File: src/rtl/timer_bank.sv
`default_nettype none
// ============================================================================
// Module   : timer_bank
// Brief    : Memory-mapped free-running counter with NUM_CH compare/interrupt
//            channels. The optional prescaler is built when the macro
//            TIMER_BANK_PRESCALE_EN is defined.
// Revision : 1.0 - initial release
// ============================================================================
module timer_bank #(
    parameter int          NUM_CH    = 4,
    parameter int          WIDTH     = 32,
    parameter logic [31:0] BASE_ADDR = 32'hFFFF0000
) (
    input  logic              clk,
    input  logic              reset,
    input  logic [31:0]       address,
    input  logic [31:0]       data,
    input  logic              MemRead,
    input  logic              MemWrite,
    output logic [31:0]       cycle,
    output logic              TimerAddress,
    output logic [NUM_CH-1:0] TimerInterrupt,
    output logic              TimerInterruptAny
);

    localparam logic [29:0] c_NUM_WORDS = 30'(4 * (NUM_CH + 1));

    logic [31:0]              w_off;
    logic [5:0]               w_word;
    logic                     w_wr;
    logic                     w_tick;
    logic [31:0]              w_presc_rd;
    logic [31:0]              w_rd;
    logic [NUM_CH-1:0][31:0]  w_ch_rd;
    logic [WIDTH-1:0]         r_count_q;
    logic [WIDTH-1:0]         w_count_d;

    // Unsigned subtraction makes addresses below the base wrap far outside the window.
    assign w_off        = address - BASE_ADDR;
    assign TimerAddress = (w_off[1:0] == 2'b00) && (w_off[31:2] < c_NUM_WORDS);
    assign w_word       = w_off[7:2];
    assign w_wr         = MemWrite && TimerAddress;

`ifdef TIMER_BANK_PRESCALE_EN
    logic [15:0] r_presc_q;
    logic [15:0] w_presc_d;
    logic [15:0] r_pcnt_q;
    logic [15:0] w_pcnt_d;

    always_comb begin
        w_tick    = (r_pcnt_q == r_presc_q);
        w_presc_d = r_presc_q;
        w_pcnt_d  = w_tick ? 16'd0 : r_pcnt_q + 16'd1;
        if (w_wr && (w_word == 6'd1)) begin
            w_presc_d = data[15:0];
            w_pcnt_d  = 16'd0;
        end
    end

    always_ff @(posedge clk) begin
        if (reset) begin
            r_presc_q <= 16'd0;
            r_pcnt_q  <= 16'd0;
        end else begin
            r_presc_q <= w_presc_d;
            r_pcnt_q  <= w_pcnt_d;
        end
    end

    assign w_presc_rd = {16'd0, r_presc_q};
`else
    assign w_tick     = 1'b1;
    assign w_presc_rd = 32'd0;
`endif

    // A software load of COUNT replaces the increment for that edge.
    always_comb begin
        w_count_d = r_count_q;
        if (w_wr && (w_word == 6'd0)) begin
            w_count_d = data[WIDTH-1:0];
        end else if (w_tick) begin
            w_count_d = r_count_q + WIDTH'(1);
        end
    end

    always_ff @(posedge clk) begin
        if (reset) begin
            r_count_q <= '0;
        end else begin
            r_count_q <= w_count_d;
        end
    end

    for (genvar gi = 0; gi < NUM_CH; gi++) begin : g_ch
        localparam logic [3:0] c_GRP = 4'(gi + 1);

        logic [WIDTH-1:0] r_cmp_q;
        logic [WIDTH-1:0] w_cmp_d;
        logic [WIDTH-1:0] r_per_q;
        logic [WIDTH-1:0] w_per_d;
        logic [2:0]       r_ctrl_q;
        logic [2:0]       w_ctrl_d;
        logic             r_pend_q;
        logic             w_pend_d;
        logic             w_sel;
        logic             w_match;
        logic [31:0]      w_ch_val;

        assign w_sel   = (w_word[5:2] == c_GRP);
        assign w_match = w_tick && r_ctrl_q[0] && (r_count_q == r_cmp_q);

        // Software writes take priority over reload and one-shot disable;
        // a match still sets PENDING even against a same-cycle ack.
        always_comb begin
            w_cmp_d  = r_cmp_q;
            w_per_d  = r_per_q;
            w_ctrl_d = r_ctrl_q;
            w_pend_d = r_pend_q;
            if (w_wr && w_sel && (w_word[1:0] == 2'd0)) begin
                w_cmp_d = data[WIDTH-1:0];
            end else if (w_match && r_ctrl_q[2]) begin
                w_cmp_d = r_cmp_q + r_per_q;
            end
            if (w_wr && w_sel && (w_word[1:0] == 2'd1)) begin
                w_per_d = data[WIDTH-1:0];
            end
            if (w_wr && w_sel && (w_word[1:0] == 2'd2)) begin
                w_ctrl_d = data[2:0];
            end else if (w_match && !r_ctrl_q[2]) begin
                w_ctrl_d = {r_ctrl_q[2:1], 1'b0};
            end
            if (w_match) begin
                w_pend_d = 1'b1;
            end else if (w_wr && w_sel && (w_word[1:0] == 2'd3) && data[0]) begin
                w_pend_d = 1'b0;
            end
        end

        always_ff @(posedge clk) begin
            if (reset) begin
                r_cmp_q  <= '0;
                r_per_q  <= '0;
                r_ctrl_q <= 3'd0;
                r_pend_q <= 1'b0;
            end else begin
                r_cmp_q  <= w_cmp_d;
                r_per_q  <= w_per_d;
                r_ctrl_q <= w_ctrl_d;
                r_pend_q <= w_pend_d;
            end
        end

        always_comb begin
            w_ch_val = 32'd0;
            if (w_sel) begin
                case (w_word[1:0])
                    2'd0:    w_ch_val = 32'(r_cmp_q);
                    2'd1:    w_ch_val = 32'(r_per_q);
                    2'd2:    w_ch_val = {29'd0, r_ctrl_q};
                    default: w_ch_val = {31'd0, r_pend_q};
                endcase
            end
        end

        assign w_ch_rd[gi]        = w_ch_val;
        assign TimerInterrupt[gi] = r_pend_q & r_ctrl_q[1];
    end

    always_comb begin
        w_rd = 32'd0;
        case (w_word)
            6'd0:    w_rd = 32'(r_count_q);
            6'd1:    w_rd = w_presc_rd;
            default: w_rd = 32'd0;
        endcase
        for (int i = 0; i < NUM_CH; i++) begin
            w_rd = w_rd | w_ch_rd[i];
        end
        cycle = (MemRead && TimerAddress) ? w_rd : 32'd0;
    end

    assign TimerInterruptAny = |TimerInterrupt;

endmodule
`default_nettype wire

File: config.mk
export PLATFORM = sky130hd
export DESIGN_NAME = timer_bank
export DESIGN_NICKNAME = d
export VERILOG_FILES = /design/src/rtl/timer_bank.sv
export SDC_FILE = /design/constraint.sdc
export NUM_CORES = 1
export LEC_CHECK = 0
export CORE_ASPECT_RATIO = 2
export CORE_MARGIN = 2
export CORE_UTILIZATION = 45
export DETAILED_ROUTE_END_ITERATION = 10
export GPL_TIMING_DRIVEN = 0
export SYNTH_ARGS = -nofsm -noshare
export SYNTH_HDL_FRONTEND = slang
export SYNTH_SLANG_ARGS = --single-unit
File: constraint.sdc
create_clock -name clk -period 3.7 [get_ports clk]
set_input_delay 0.74 -clock clk [delete_from_list [all_inputs] [get_ports clk]]
set_output_delay 0.74 -clock clk [all_outputs]
set_load 0.005 [all_outputs]
# After elaboration in Yosys (flattened, before gate mapping)
# Cells that the tools add are included.
# totals
regBits	304
in_bits	68
output_inout_bits	38
word_cells	142
# classes
addsub	6
magnitude_cmp	1
eq_ne	11
mux	35
bitwise_logic	8
n_reduce_logical	60
# op_table
op	n
$mux 32	15
$pmux 32 s3	4
$add 32x32->32	4
$eq 32x32->1	4
$or 32x32->32	4
$logic_and 1x1->1	40
$add 32x1->32 const B	1
$sub 32x32->32 const B	1
$lt 30x5->1 const B	1
$reduce_bool 2->1	12
$mux 1	12
$mux 3	4
$eq 4x2->1 const B	2
$logic_not 6->1	1
$and 1x1->1	4
$eq 2x2->1 const B	2
$eq 4x1->1 const B	1
$eq 4x3->1 const B	1
$logic_not 1->1	4
$logic_not 2->1	2
$reduce_or 4->1	1
$eq 2x1->1 const B	1

# Depth between registers and ports, before layout
# Gate-level depths: netlist (run 1).
# depth
word_depth	9
depth_mapped	14
ltp_nobuf	13

# Worst setup path after synthesis (run 1)
# No wires, ideal clock.
# synth_path
kind	reg-to-reg
startpoint	reg g_ch[1].r_cmp_q[0]
endpoint	reg g_ch[1].r_cmp_q[24]
setup_ps	115
arrival_ps	3174
required_time_ps	3585
path_slack_ps	412
path_stages_with_launch	14
path_buffers	0
period_less_slack_ps	3288
path_cell_list	dfxtp_1 > ha_1 > inv_1 > fa_1 > and2b_1 > o2111ai_1 > and4_1 > nor4b_1 > o31ai_1 > o21ai_0 > nand3_1 > o211ai_1 > o31ai_1 > a2111oi_0
# synth_via
elab_chain_len	4
elab_cells_between_ends	7
classes_between	1 x add/sub; 1 x eq/ne; 2 x mux; 3 x reduce/logical
# synth_rtl
item	line_no	text
from (decl)	97	logic [WIDTH-1:0] r_cmp_q;
from (signal assigned)	146	r_cmp_q <= w_cmp_d;
branches (longest 4 deep; another with $add 32x32->32)	--	
# Parallel ways; which one is timed is not known. The select of a mux whose other input is x is not followed.
# A chain may end at the register's enable or synchronous reset.

# Worst setup path after layout (run 1)
# layout_path
startpoint	in address[3]
endpoint	out cycle[17]
# layout_via
elab_chain_len	9
elab_cells_between_ends	26
classes_between	1 x add/sub; 1 x order compare; 6 x eq/ne; 10 x mux; 4 x bitwise; 4 x reduce/logical
# layout_rtl
item	line_no	text
from (decl)	16	input logic [31:0] address,
$sub 32x32->32 (*)	39	assign w_off = address - BASE_ADDR;
branches (longest 7 deep; another with $lt 30x5->1)	--	
$mux 32 (*)	179	cycle = (MemRead && TimerAddress) ? w_rd : 32'd0;
to (decl)	20	output logic [31:0] cycle,
# Every way passes the cells marked *.

==> results of run 1 <==
kinds of logic after synthesis:
logic type      count (synthesis)  share of synthesized area, %
fa+ha+maj                     129                         7.266
buf+inv                       275                         4.717
flops                         304                         26.90
xor+xnor                      249                         9.638
simple gates                 1011                         19.82
mux                           166                         7.481
compound gates                868                         24.18
cell usage in the layout, fill, tap and decap left out, types with 20 or more instances in the layout:
cell | netlist | layout
o21ai_0 | 127 | 124
clkdlybuf4s50_1 | 0 | 39
nor2_1 | 288 | 280
a211oi_1 | 129 | 121
clkbuf_1 | 208 | 148
dfxtp_1 | 304 | 289
a31oi_1 | 28 | 26
ha_1 | 125 | 125
nand4_1 | 30 | 30
xnor2_1 | 101 | 101
buf_4 | 0 | 21
clkbuf_16 | 0 | 33
nand2_1 | 427 | 426
a21o_1 | 59 | 59
nand3_1 | 50 | 50
a21oi_1 | 300 | 300
nor3_1 | 57 | 57
o211ai_1 | 32 | 32
o22ai_1 | 66 | 35
and3_1 | 29 | 28
mux2i_1 | 159 | 128
dlygate4sd2_1 | 0 | 20
o211a_1 | 21 | 21
nor4_1 | 26 | 25
inv_1 | 48 | 48
xor2_1 | 148 | 148
per-layer routing:
metal	global-route usage (%)	routed length [um]
met1	48.43	41140
met2	74.53	55750
met3	7.118	10140
met4	37.17	12380
met5	0	0
critical path, delay by kind of cell:
family,cells,cell delay [ns]
buffers and inverters,5,1.40
AO/OA/AOI/OAI,2,0.35
AND/OR/NAND/NOR,2,0.52
registers in the layout (all words and copies together), names as in the netlist:
register,cells
g_ch.r_ctrl_q,12
g_ch.r_per_q,128
g_ch.r_cmp_q,128
r_count_q,32
g_ch.r_pend_q,4
power breakdown:
| group | total [mW] | internal [mW] | switching (mW) |
|---|---|---|---|
| Sequential | 3.28 | 3.27 | 0.00542 |
| Combinational | 0.522 | 0.128 | 0.394 |
| Clock | 3.54 | 1.98 | 1.56 |
| Total | 7.34 | 5.38 | 1.96 |
worst max-delay path by stage:
stage	end	slack (ns)	cells past startpoint
after global routing	cycle[17]	-0.08	10
after global placement	cycle[27]	-1.63	9
after floorplan	g_ch[1].r_cmp_q[24]$_SDFFE_PP0P_	0.41	13
after CTS	cycle[17]	-0.01	8
after detailed placement	cycle[27]	-1.64	9
final	cycle[17]	-0.07	9
repair_timing:
| item | 4_1_cts | 5_1_grt |
|---|---|---|
| endpoints found under the setup margin | 202 | 109 |
| gates resized for setup | 233 | 66 |
| pin swaps | 16 | 10 |
| setup buffers | 9 | 7 |
area by class of cell:
type | count | area share, %
timing repair buffer | 90 | 3.226
antenna | 2 | 0.01909
clock inverter | 15 | 0.8111
inverter | 48 | 0.6871
buffer | 199 | 3.817
clock buffer | 40 | 3.278
sequential | 304 | 23.28
tap | 649 | 3.097
multi-input combinational | 2423 | 61.79
==> flow_metrics.tcl, run 1 <==
set metrics [dict create \
    hold_depth 2 \
    slew_violations 0 \
    hold_start "g_ch[2].r_per_q[23]$_SDFFE_PP0P_" \
    die-area_mm2 0.05220 \
    cts_made_buffers 31 \
    worst_r2r_path_depth 12 \
    cp_slowest_stage_delay_ns 0.52 \
    ys.flop_type "dfxtp_1" \
    timing.rr.end "g_ch[3].r_cmp_q[24]$_SDFFE_PP0P_" \
    wl_per_cell_um 31.67 \
    clock-root-buffer "clkbuf_16" \
    yosys_warnings 0 \
    drc_errors 0 \
    reg2reg_from "r_count_q[7]$_SDFF_PP0_" \
    hold_viol_final 0 \
    worstSetupEndpointType "output port" \
    skew_ns 0.01042 \
    worst_slew_pin_slew_ns 1.478 \
    wirelength_um 119400 \
    core_area_mm2 0.04993 \
    crit_path_top_delay_cell "clkdlybuf4s50_1" \
    finalPower_mw 7.336 \
    grt_antenna_before_repair 3 \
    finalCriticalPeriod_ns 3.769 \
    hold_ws_ns 0.4767 \
    boundaryPins 106 \
    rrSetupSlack_ns 0.02 \
    firstDrtPassIters 6 \
    drtIter0Drc 2495 \
    die_w_um 162.6 \
    syn_inst 3002 \
    port_buffers 73 \
    cts_tree "yes" \
    post-place-ws_ns -1.640 \
    fillers 4921 \
    grtUsageTotal_pct 44.32 \
    hpwl_um 89970 \
    ys_seq_elements 304 \
    multi_input_area_mm2 0.01620 \
    critPathMaxFanout 10 \
    die_height_um 321.1 \
    nNetsFinal 3294 \
    setup_ws_ns -0.06858 \
    synth_top_cells_by_count "nand2_1, dfxtp_1, a21oi_1, nor2_1, clkbuf_1" \
    cts_sinks 304 \
    netlist.area_leader.share_pct 26.90 \
    via_per_inst 6.622 \
    startpoint_type "input port" \
    final_core_util_pct 52.52 \
    clk_latency_ns 0.62 \
    syn_area_mm2 0.02263 \
    timing.fmax_mhz 265.4 \
    ir_drop_mv 0.3485 \
    status "finished, violations left" \
    violations "setup timing" \
    grt_pass1_wl_um 165500 \
    avgSynthCellArea_um2 7.538 \
    seq_area_frac_synth_pct 26.90 \
    synth.area.top_cells "dfxtp_1, nand2_1, mux2i_1" \
    critPathLaunch "address[3]" \
    grt_max_degree 15 \
    area_delta_synth_final_pct 15.89 \
    required_ns 2.96 \
    hold_buffers 0 \
    initial_utilization_pct 45.32 \
    vias 24960 \
    cts.clk_slew.worst_paths_ns 0.07 \
    relSlewSlack_pct 1.453 \
    h-tree-depth 1 \
    yosysMostFrequentCell "nand2_1" \
    fin_cells 3770 \
    place.gp.congestion 1.027 \
    overflow 0 \
    p_per_area_mw_per_mm2 279.8 \
    cp_cell_sequence "dlygate4sd2_1, clkbuf_8, or3_4, clkbuf_16, clkbuf_16, o22ai_4, a211oi_2, nor2_1, clkdlybuf4s50_1" \
    rsz0062_at_grt "yes" \
    synth_top_area_cell "dfxtp_1" \
    leakagePower_nw 10.64 \
    ant_nets 0 \
    synthArstFlopShare_pct 0 \
    crit_type "in -> out" \
    dpl-instance-area_mm2 0.02418 \
    synth_edf_count 0 \
    setup-violations-final 1 \
    tns_ns -0.06858 \
    grt_pass1_vias 24020 \
    seq_area_mm2 0.006105 \
    hp-class "reg -> reg" \
    netlist-cell-type-count 74 \
    fin_crit_sh_pct 101.9 \
    postSynthNetCount 3199 \
    hold_end "g_ch[2].r_per_q[23]$_SDFFE_PP0P_" \
    cap_violations 0 \
    clockBufferDepth 3 \
    drive_gt1_share_pct 8.240 \
    fp-row-count 116 \
    placed_cells 3725 \
    cp.arrival_ns 3.03 \
    cp_common_cell "clkbuf_16" \
    finalInstanceArea_mm2 0.02622 \
]
Power figures use the tool's default switching activity.
==> inputs of run 2 (changes only) <==
SLEW_MARGIN = 20   (was default)
==> run 2 against run 1 <==
  * Worst setup slack better by 0.065 ns
  * The run still ends with setup timing left
  * Clock power increased by 7.3%
  * Die area unchanged
  * Sequential share of layout area is 0.17 points lower
  * Sequential cell count unchanged
  * Register-to-register slack got worse by 0.02 ns
  * Sequential power about the same
  * Total power grew 3.7%
  * Final area grew 0.80%
  * Via count about the same
  * Combinational power increased by 2%
  * Count of clock-buffer cells in the layout up 12
==> flow_metrics.tcl, run 2 (synthesis gave the netlist of run 1 again) <==
set metrics [dict create \
    overflow 0 \
    grt_pass1_vias 23740 \
    grt_max_degree 14 \
    ant_nets 0 \
    die-area_mm2 0.05220 \
    drive_gt1_share_pct 9.236 \
    fin_cells 3778 \
    port_buffers 73 \
    p_switching_mw 2.003 \
    ir_drop_mv 0.3796 \
    via_per_inst 6.612 \
    drtIter0Drc 2632 \
    tns_ns -0.004069 \
    fin_crit_sh_pct 100.1 \
    p_per_area_mw_per_mm2 287.7 \
    area_delta_synth_final_pct 16.81 \
    required_ns 4.14 \
    status "finished, violations left" \
    setup_ws_ns -0.004069 \
    place.gp.congestion 1.027 \
    antenna_cells 0 \
    rrSetupSlack_ns -0.004 \
    cts_made_buffers 34 \
    boundaryPins 106 \
    relSlewSlack_pct 8.357 \
    seq_power_share_pct 43.1 \
    critPathMaxFanout 10 \
    fp-row-count 116 \
    hp-class "reg -> reg" \
    grtUsageTotal_pct 44.34 \
    drc_errors 0 \
    finalInstanceArea_mm2 0.02643 \
    wl_per_cell_um 31.65 \
    vias 24980 \
    setup-violations-final 1 \
    leakagePower_nw 10.75 \
    core_area_mm2 0.04993 \
    hold_viol_final 0 \
    clk_latency_ns 0.57 \
    fillers 4957 \
    cts.clk_slew.worst_paths_ns 0.06 \
    violations "setup timing" \
    startpoint_type "flip-flop" \
    timing.fmax_mhz 270.0 \
    nNetsFinal 3300 \
    multi_input_area_mm2 0.01626 \
    largestRegisters "g_ch.r_cmp_q x128, g_ch.r_per_q x128, r_count_q x32" \
    hpwl_um 90400 \
    h-tree-depth 2 \
    crit_type "reg -> reg" \
    final_common_cell "nand2_1" \
    die_height_um 321.1 \
    cp_slowest_stage_delay_ns 1.02 \
    clockBufferDepth 3 \
    slew_violations 0 \
    clock-root-buffer "clkbuf_16" \
    p_int_mw 5.602 \
    skew_ns 0.02981 \
    grt_antenna_before_repair 4 \
    crit_path_top_delay_cell "dfxtp_1" \
    cts_sinks 304 \
    cp_common_cell "clkbuf_1" \
    hold_ws_ns 0.4772 \
    cp.arrival_ns 4.14 \
    cap_violations 0 \
    placed_cells 3728 \
    p_comb_share_pct 7.0 \
    cts_tree "yes" \
    layout_common_cells "nand2_1, a21oi_1, dfxtp_1" \
    dpl-instance-area_mm2 0.02424 \
    clkPwrFrac_pct 49.9 \
    p_sw_share_pct 26.34 \
    initial_utilization_pct 45.32 \
    seq_area_mm2 0.006107 \
    wirelength_um 119600 \
    timing.critical_path.buf_inv 3 \
    path_delay_family "flip-flops" \
    firstDrtPassIters 8 \
    worstSetupEndpointType "flip-flop" \
    cp_cell_sequence "xnor2_1, nand4_1, nor4_1, nand2_1, or2_2, clkbuf_1, clkbuf_1, clkbuf_1, a21oi_1, o21ai_0, o211a_1" \
    grt_pass1_wl_um 165100 \
    finalCriticalPeriod_ns 3.704 \
    die_w_um 162.6 \
    worst_slew_pin_slew_ns 1.375 \
]
[run 2: changes by cell type in the layout (fill, tap and decap cells not counted), sizes merged]
cell / previous run / this run
clkinvlp: 2 / 1
dlymetal6s2s: 11 / 12
clkinv: 8 / 4
diode: 2 / 0
dlygate4sd2: 20 / 17
buf: 38 / 42
inv: 48 / 49
clkdlybuf4s15: 0 / 2
bufinv: 5 / 4
clkbuf: 221 / 232
[run 2: power by group through the flow]
stage | combinational, mW | sequential (mW) | clock, mW
final | 0.530 | 3.28 | 3.80
after global routing | 0.517 | 3.28 | 3.88
after CTS | 0.501 | 3.27 | 3.78
after detailed placement | 0.472 | 3.35 | 0
after global placement | 0.464 | 3.35 | 0
after floorplan | 0.199 | 3.35 | 0
[run 2: final timing paths]
| path | start | endpoint | cells after the start |
|---|---|---|---|
| min | g_ch[2].r_per_q[23]$_SDFFE_PP0P_ | g_ch[2].r_per_q[23]$_SDFFE_PP0P_ | 2 |
| min reg2reg | g_ch[2].r_per_q[23]$_SDFFE_PP0P_ | g_ch[2].r_per_q[23]$_SDFFE_PP0P_ | 2 |
| max | r_count_q[8]$_SDFF_PP0_ | g_ch[3].r_cmp_q[24]$_SDFFE_PP0P_ | 11 |
| max reg2reg | r_count_q[8]$_SDFF_PP0_ | g_ch[3].r_cmp_q[24]$_SDFFE_PP0P_ | 11 |
[run 2: stage by stage]
step	setup slack, ns	power (mW)	util [%]
detailed placement	-1.488	3.821	48.56
global route	-0.006102	7.677	52.94
finish	-0.004069	7.604	52.94
global placement	-1.632	3.814	48.41
CTS	-0.03828	7.553	52.45
floorplan	0.4116	3.548	-
[run 2: routing by layer]
| layer | vias up | wire length, um | global-route usage (%) |
|---|---|---|---|
| li1 | 10960 | - | - |
| met1 | 11970 | 41310 | 49.04 |
| met2 | 1527 | 55190 | 73.40 |
| met3 | 526 | 10220 | 7.350 |
| met4 | 2 | 12820 | 37.84 |
| met5 | - | 11 | 0 |
[run 2: tightest hold or removal path, delay by kind of cell, from the launching register on]
kind             cells  cell delay [ns]
flip-flops           1             0.32
AND/OR/NAND/NOR      1             0.06
AO/OA/AOI/OAI        1             0.05
[run 2: layout make-up]
| cell class | instances | area share, % |
|---|---|---|
| clock inverters | 10 | 0.5917 |
| flip-flops and latches | 304 | 23.11 |
| repair buffers | 92 | 3.366 |
| plain buffers | 200 | 3.792 |
| inverters | 48 | 0.6817 |
| clock buffers | 52 | 3.867 |
| well taps | 649 | 3.072 |
| multi-input cells | 2423 | 61.52 |
[run 2: timing repair]
item,4_1_cts,5_1_grt
endpoints found under the setup margin,239,112
gates resized for setup,235,78
hold buffers,0,0
pin swaps,13,10
buffers inserted,8,6
cloned,1,0
